**config.mk**
```make
export PLATFORM = sky130hd
export DESIGN_NAME = seq_divider
export DESIGN_NICKNAME = d
export VERILOG_FILES = /design/src/rtl/seq_divider.sv
export SDC_FILE = /design/constraint.sdc
export NUM_CORES = 1
export LEC_CHECK = 0
export ABC_AREA = 1
export BUFFER_PORTS_ARGS = -buffer_cell sky130_fd_sc_hd__buf_4
export CAP_MARGIN = 20
export CORE_MARGIN = 1.5
export CORE_UTILIZATION = 25
export DETAILED_ROUTE_END_ITERATION = 16
export GPL_TIMING_DRIVEN = 0
export PLACE_DENSITY = 0.42
export SKIP_CTS_REPAIR_TIMING = 1
export SLEW_MARGIN = 25
export SYNTH_ARGS = -nofsm -noshare
export SYNTH_HDL_FRONTEND = slang
export SYNTH_SLANG_ARGS = --single-unit
```
**constraint.sdc**
```tcl
create_clock -name clk -period 2.5 [get_ports clk]
set_input_delay 0.125 -clock clk [delete_from_list [all_inputs] [get_ports clk]]
set_output_delay 0.125 -clock clk [all_outputs]
set_load 0.005 [all_outputs]
```
**src/rtl/seq_divider.sv**
```systemverilog
// Multi-cycle unsigned restoring divider, one quotient bit per clock, MSB first.
// Results are registered at the DONE transition and the done pulse follows one cycle later.
`timescale 1ns/1ps
module seq_divider #(
    parameter int DW_N = 16,
    parameter int DW_D = 8
) (
    input  logic            clk,
    input  logic            rst,
    input  logic            start,
    input  logic [DW_N-1:0] dividend,
    input  logic [DW_D-1:0] divisor,
    output logic            ready,
    output logic            done,
    output logic [DW_N-1:0] quotient,
    output logic [DW_D-1:0] remainder,
    output logic            div_zero
);
    localparam int CW = $clog2(DW_N);

    typedef enum logic [1:0] {IDLE, BUSY, DONE} state_t;

    state_t          state_q, state_d;
    logic [DW_N-1:0] dvd_q, dvd_d, quo_q, quo_d;
    logic [DW_D-1:0] dvs_q, dvs_d, pr_q, pr_d, rem_q, rem_d;
    logic [CW-1:0]   cnt_q, cnt_d;
    logic            dz_q, dz_d, done_q;
    logic [DW_D:0]   pr_sh;
    logic [DW_D-1:0] pr_sub;
    logic            q_bit;
    logic [DW_N-1:0] dvd_nx;

    // The stored remainder is always < divisor, so after the subtract the
    // result fits in DW_D bits and the subtract can be done modulo 2^DW_D.
    always_comb begin
        pr_sh  = {pr_q, dvd_q[DW_N-1]};
        q_bit  = pr_sh[DW_D] | (pr_sh[DW_D-1:0] >= dvs_q);
        pr_sub = pr_sh[DW_D-1:0] - dvs_q;
        dvd_nx = {dvd_q[DW_N-2:0], q_bit};
    end

    always_comb begin
        state_d = state_q;
        dvd_d   = dvd_q;
        dvs_d   = dvs_q;
        pr_d    = pr_q;
        cnt_d   = cnt_q;
        quo_d   = quo_q;
        rem_d   = rem_q;
        dz_d    = dz_q;
        case (state_q)
            IDLE: begin
                if (start) begin
                    dvd_d = dividend;
                    dvs_d = divisor;
                    pr_d  = '0;
                    cnt_d = '0;
                    if (divisor != '0) begin
                        state_d = BUSY;
                        dz_d    = 1'b0;
                    end else begin
                        state_d = DONE;
                        quo_d   = '1;
                        rem_d   = dividend[DW_D-1:0];
                        dz_d    = 1'b1;
                    end
                end
            end
            BUSY: begin
                // dvd_q shifts dividend bits out the top and quotient bits in the bottom
                dvd_d = dvd_nx;
                pr_d  = q_bit ? pr_sub : pr_sh[DW_D-1:0];
                cnt_d = cnt_q + CW'(1);
                if (cnt_q == CW'(DW_N-1)) begin
                    state_d = DONE;
                    quo_d   = dvd_nx;
                    rem_d   = q_bit ? pr_sub : pr_sh[DW_D-1:0];
                end
            end
            DONE:    state_d = IDLE;
            default: state_d = IDLE;
        endcase
    end

    always_ff @(posedge clk or posedge rst) begin
        if (rst) begin
            state_q <= IDLE;
            dvd_q   <= '0;
            dvs_q   <= '0;
            pr_q    <= '0;
            cnt_q   <= '0;
            quo_q   <= '0;
            rem_q   <= '0;
            dz_q    <= 1'b0;
            done_q  <= 1'b0;
        end else begin
            state_q <= state_d;
            dvd_q   <= dvd_d;
            dvs_q   <= dvs_d;
            pr_q    <= pr_d;
            cnt_q   <= cnt_d;
            quo_q   <= quo_d;
            rem_q   <= rem_d;
            dz_q    <= dz_d;
            done_q  <= (state_q == DONE);
        end
    end

    assign ready     = (state_q == IDLE);
    assign done      = done_q;
    assign quotient  = quo_q;
    assign remainder = rem_q;
    assign div_zero  = dz_q;
endmodule

```
# Word level (Yosys, flattened, before mapping)
# Cells that the tools add are included.
[totals] out_inout_bits=27 latchBits=0 n_memories=0 word_cells=46 mem_bits_ro=0 register_bits=64 ram_bits=0
[op_classes] n_addsub=2 eq_ne=6 n_mux=20 n_shift=0 reduce_logical=7 magnitude_cmp=1 mul=0 div_mod_pow=0 bitwise=1
[ops] operator="$mux W16" n=4
[ops] operator="$pmux W16 S2" n=2
[ops] operator="$mux W8" n=5
[ops] operator="$pmux W8 S2" n=2
[ops] operator="$ge A8 B8 Y1" n=1
[ops] operator="$pmux W4 S2" n=1
[ops] operator="$reduce_bool A8 Y1" n=1
[ops] operator="$sub A8 B8 Y8" n=1
[ops] operator="$mux W2" n=3
[ops] operator="$ne A2 B2 Y1 const B" n=3
[ops] operator="$reduce_and A2 Y1" n=3
[ops] operator="$add A4 B1 Y4 const B" n=1
[ops] operator="$eq A4 B4 Y1 const B" n=1
[ops] operator="$mux W4" n=1
[ops] operator="$pmux W2 S2" n=1
[ops] operator="$reduce_and A4 Y1" n=1
[ops] operator="$eq A2 B1 Y1 const B" n=1
[ops] operator="$eq A2 B2 Y1 const B" n=1
[ops] operator="$logic_not A2 Y1" n=1
[ops] operator="$reduce_bool A2 Y1" n=1
[ops] operator="$mux W1" n=1
[ops] operator="$or A1 B1 Y1" n=1

# Depth between registers and ports, before layout
[depth] ltp_word=5 ltp_mapped=14

# Least setup slack after synthesis
# No wires, ideal clock.
[synth_path] path_kind="register to register" startpoint="register dvd_q[15]" endpoint="register rem_q[1], in the netlist remainder[1]" arrival_time_ns=1.667 path_stages_with_launch=13 setup_slack_ns=0.720 synth_period_minus_slack_ns=1.780 t_required_ns=2.387 cell_sequence="dfrtp_1 > inv_1 > ha_1 > inv_1 > fa_1 > nand3_1 > nand3_2 > nand2_4 > a21oi_4 > nand2_2 > nand3_1 > nand2_1 > inv_1"
[synth_via] elab_chain_len=5 elab_cells_between_ends=6 cone_classes="add/sub (1); order compare (1); mux (3); bitwise (1)"
[synth_rtl] item="from (decl)" line="24" text="logic [DW_N-1:0] dvd_q, dvd_d, quo_q, quo_d;"
[synth_rtl] item="from (signal assigned)" line="98" text="dvd_q <= dvd_d;"
[synth_rtl] item="$ge A8 B8 Y1" line="37" text="q_bit = pr_sh[DW_D] | (pr_sh[DW_D-1:0] >= dvs_q);"
[synth_rtl] item="$or A1 B1 Y1" line="37"
[synth_rtl] item="$mux W8 *" line="77" text="rem_d = q_bit ? pr_sub : pr_sh[DW_D-1:0];"
[synth_rtl] item="$mux W8 *" line="74" text="if (cnt_q == CW'(DW_N-1)) begin"
[synth_rtl] item="$pmux W8 S2 *" line="51" text="case (state_q)"
[synth_rtl] item="to (signal assigned)" line="103" text="rem_q <= rem_d;"
[synth_rtl] item="to (decl)" line="25" text="logic [DW_D-1:0] dvs_q, dvs_d, pr_q, pr_d, rem_q, rem_d;"
# Mark *: on every way between the ends. The rest lies on a longest branch, timed or not. The select of a mux whose other input is x is not followed.
# A chain may end at the register's enable or synchronous reset.

# Final worst setup path
[layout_path] startpoint="register dvd_q[15]" endpoint="register rem_q[2], in the netlist remainder[2]"
# Same word-level chain as after synthesis.

==> summary.txt <==
Outcome
  – Status: finished clean

Floorplan
  – Core Rows: a little over 40
  – I/O pin cnt: 54
  – Initial core utilization: about a quarter
  – Core Region: 12700 um^2
  – Die width: 117 um
  – Die height: roughly 120 um
  – Die area: around 14000 um^2

Power and ir drop
  – Internal power: 3.86 mW
  – Pwr Density: 1550 nW/um^2
  – Switching power: 2.74 mW
  – Combinational Power Share: between 40 and 50%
  – Clock power share: a little under a quarter
  – Part of the power in registers: between 20% and 30%
  – Total power: 6.60 mW
  – Max IR drop VDD: 0.000430 V
  – Pleak: 2.18 nW
  – Switching Fraction: around two fifths

Synthesis
  – Post-synth top area cell: dfrtp_1
  – Register area share after synthesis: 49.2%
  – Mux cell area share after synthesis: 0%
  – Post-synthesis adder-cell area fraction: under 10%
  – Async set or reset register ratio after synthesis: 100%
  – Post-Synthesis Cells: just under 400
  – Syn Nets: 432
  – Synth top area cells: dfrtp_1 (49%), nand2_1 (10%), inv_1 (6.1%), nor2_1 (4.6%), nand3_1 (3.7%)
  – Most frequent cells after synthesis: nand2_1 (87), dfrtp_1 (64), inv_1 (53)
  – Post-synth top area share: 49.2%
  – Syn_area_per_cell: 8.25 um^2
  – Largest family of logic cells by synthesized area: simple AND/OR/NAND/NOR gates
  – Post-Syn Area: 3260 um^2
  – Post-synthesis simple-gate area fraction: 26.2%
  – Most frequent cell after synthesis: nand2_1
  – Seq cells post-synth: 64
  – Count of different cell masters after synthesis: 31
  – Post-synthesis xor/xnor area fraction: 1.08%
  – Syn. warnings: 0
  – Most used DFF post-synth: dfrtp_1
  – Post-synth EDFFs: 0
  – Area fraction in compound gates after synthesis: 10.2%

Timing
  – FMAX: 483 MHz
  – Final period util: between 80 and 90%
  – Slew Viols, Final: 0
  – Setup violators final: 0
  – Slew HR: 73.8%
  – Worst Tran Pin Value: slightly below 0.4 ns
  – Final hold viol count: 0
  – Hold slack: 0.0608 ns
  – Tmin final: about 2.1 ns
  – RSZ-0062 raised after global routing: no
  – Clk_skew: 0.00642 ns

Layout
  – NumNets Final: 498
  – Layout cells sized above 1: 23.0%
  – Layout overhead on the synthesized area: 30.9%
  – Antenna cells: 0
  – Fillers: 1357

Global routing
  – Congestion Overflow GR: 0
  – Aggregate global-route resource usage: 14.3%
  – Number of global-route vias before repair: roughly 2800
  – Initial antenna violation count: 0
  – Global-route wire length before repair: 14700 um
  – Largest net degree at the start of global routing: 42

CTS
  – Number of H-tree levels: 3
  – Clock Latency Late Sink: about 0.33 ns
  – CTS tree: built
  – CTS Buf Count: 9
  – Max clock buf depth: 2
  – Clock Pin Slew Worst Setup and Hold Paths: 0.06 ns
  – Clock root cell: clkbuf_16
  – Clock sink total: 64

Routing
  – # DRC: 0
  – Routed WL per cell: 13.9 um
  – Routed via count: 2756
  – Vias per std cell: 4.32
  – Antenna viol nets, final: 0
  – Total wire length: between 8000 and 9000 um
  – Number of DRC markers in iteration 0: 173
  – DRT Pass-1 Iters: 4

Worst setup path
  – Critical-path top delay cell: a21oi_4
  – Startpoint types: flop
  – RR Startpoint: dvd_q[15]$_DFFE_PP0P_
  – Worst path arrival time: 2.34 ns
  – R2r setup slk: 0.43 ns
  – Critical path depth: 12
  – Crit. End Element: flop
  – Critical path peak fanout: 10
  – CP most frequent cell: inv_1
  – Crit Path Class: reg2reg
  – CP Data Required Time: about 2.8 ns
  – Crit path buf inv count: 3
  – R2R Path End: remainder[2]$_DFFE_PP0P_
  – CP peak stage delay: 0.37 ns
  – R2R cell count: 12
  – Critical path cell sequence: inv_1 > ha_1 > inv_1 > fa_1 > nand3_1 > nand3_2 > nand2_4 > a21oi_4 > nand2_2 > nand3_1 > nand2_1 > inv_1
  – CP top delay family: simple AND/OR/NAND/NOR gates

Min path
  – Worst hold path type: in2reg
  – Hold Path End: dvs_q[6]$_DFFE_PP0P_
  – Hold Crit Start: divisor[6]
  – Hold path cells: 3

Placed design
  – DPL Wire Length: 6530 um
  – Port Buffer Count: 53
  – GP Congestion: about 0.74

Job
  – Max_cap viols: 0
tightest hold or removal path: cells and delay by family:
| kind | cells | cell delay, ns |
|---|---|---|
| compound gates | 1 | 0.07 |
| buf+inv | 2 | 0.15 |
logic make-up after synthesis:
kind of cell	count (synthesis)
AO/OA/AOI/OAI	53
XOR/XNOR	4
adder cells (fa/ha/maj)	10
buffers and inverters	75
flip-flops	64
AND/OR/NAND/NOR	189
power by group through the flow:
stage / registers (mW) / clock network (mW) / logic (mW)
after floorplan: 1.83 / 0 / 2.27
after global placement: 1.89 / 0 / 3.24
after detailed placement: 1.90 / 0 / 3.28
after CTS: 1.88 / 1.53 / 3.29
after global routing: 1.95 / 1.58 / 3.73
final: 1.88 / 1.49 / 3.23
layout by cell type, fill, tap and decap left out, drive strengths merged, types with 3 or more instances in the layout:
cell type / instances
nand2: 97
buf: 67
dfrtp: 64
inv: 60
nor2: 45
o21ai: 29
nand3: 25
nand4: 13
clkbuf: 11
ha: 9
or2: 8
a221oi: 7
o31ai: 7
a21oi: 6
xor2: 4
bufinv: 3
clkinv: 3
sequential cells by signal, summed over array words and instances, names as in the netlist:
name,cells
done,1
cnt_q,4
pr_q,8
quotient,16
dvd_q,16
div_zero,1
remainder,8
state_q,2
dvs_q,8
metrics by stage:
| stage | utilization [%] | TNS (ns) | std cells | area (um^2) | setup WS, ns |
|---|---|---|---|---|---|
| 2_1_floorplan | - | 0 | 395 | 3260 | 0.720 |
| 3_3_place_gp | 30.5 | -16.62 | 620 | 3870 | -0.265 |
| 3_5_place_dp | 30.8 | 0 | 621 | 3900 | 0.422 |
| 4_1_cts | 33.6 | 0 | 637 | 4250 | 0.399 |
| 5_1_grt | 33.7 | 0 | 638 | 4260 | 0.190 |
| 6_report | 33.7 | 0 | 638 | 4260 | 0.429 |
metal layers:
metal | share of wire (%) | global-route usage (%)
met4 | 0.88 | 3.86
met1 | 48 | 18.9
met5 | 0 | 0
met2 | 47 | 23.5
met3 | 4.2 | 3.55
final cells by class:
type | count | area, um^2 | area share, %
clock inverter | 6 | 115 | 2.70
sequential | 64 | 1600 | 37.6
tap | 172 | 215 | 5.05
clock buffer | 10 | 239 | 5.60
multi-input combinational | 256 | 1350 | 31.7
inverter | 61 | 231 | 5.43
buffer | 14 | 73.8 | 1.73
timing repair buffer | 55 | 435 | 10.2
worst max-delay path by stage:
stage | to | slack [ns] | from
2_1_floorplan | remainder[1]$_DFFE_PP0P_ | 0.72 | dvd_q[15]$_DFFE_PP0P_
3_3_place_gp | remainder[4]$_DFFE_PP0P_ | -0.26 | rst
3_5_place_dp | remainder[2]$_DFFE_PP0P_ | 0.42 | dvd_q[15]$_DFFE_PP0P_
4_1_cts | remainder[2]$_DFFE_PP0P_ | 0.40 | dvd_q[15]$_DFFE_PP0P_
5_1_grt | remainder[2]$_DFFE_PP0P_ | 0.19 | dvd_q[15]$_DFFE_PP0P_
6_report | remainder[2]$_DFFE_PP0P_ | 0.43 | dvd_q[15]$_DFFE_PP0P_
(Power assumes the default switching activity.)
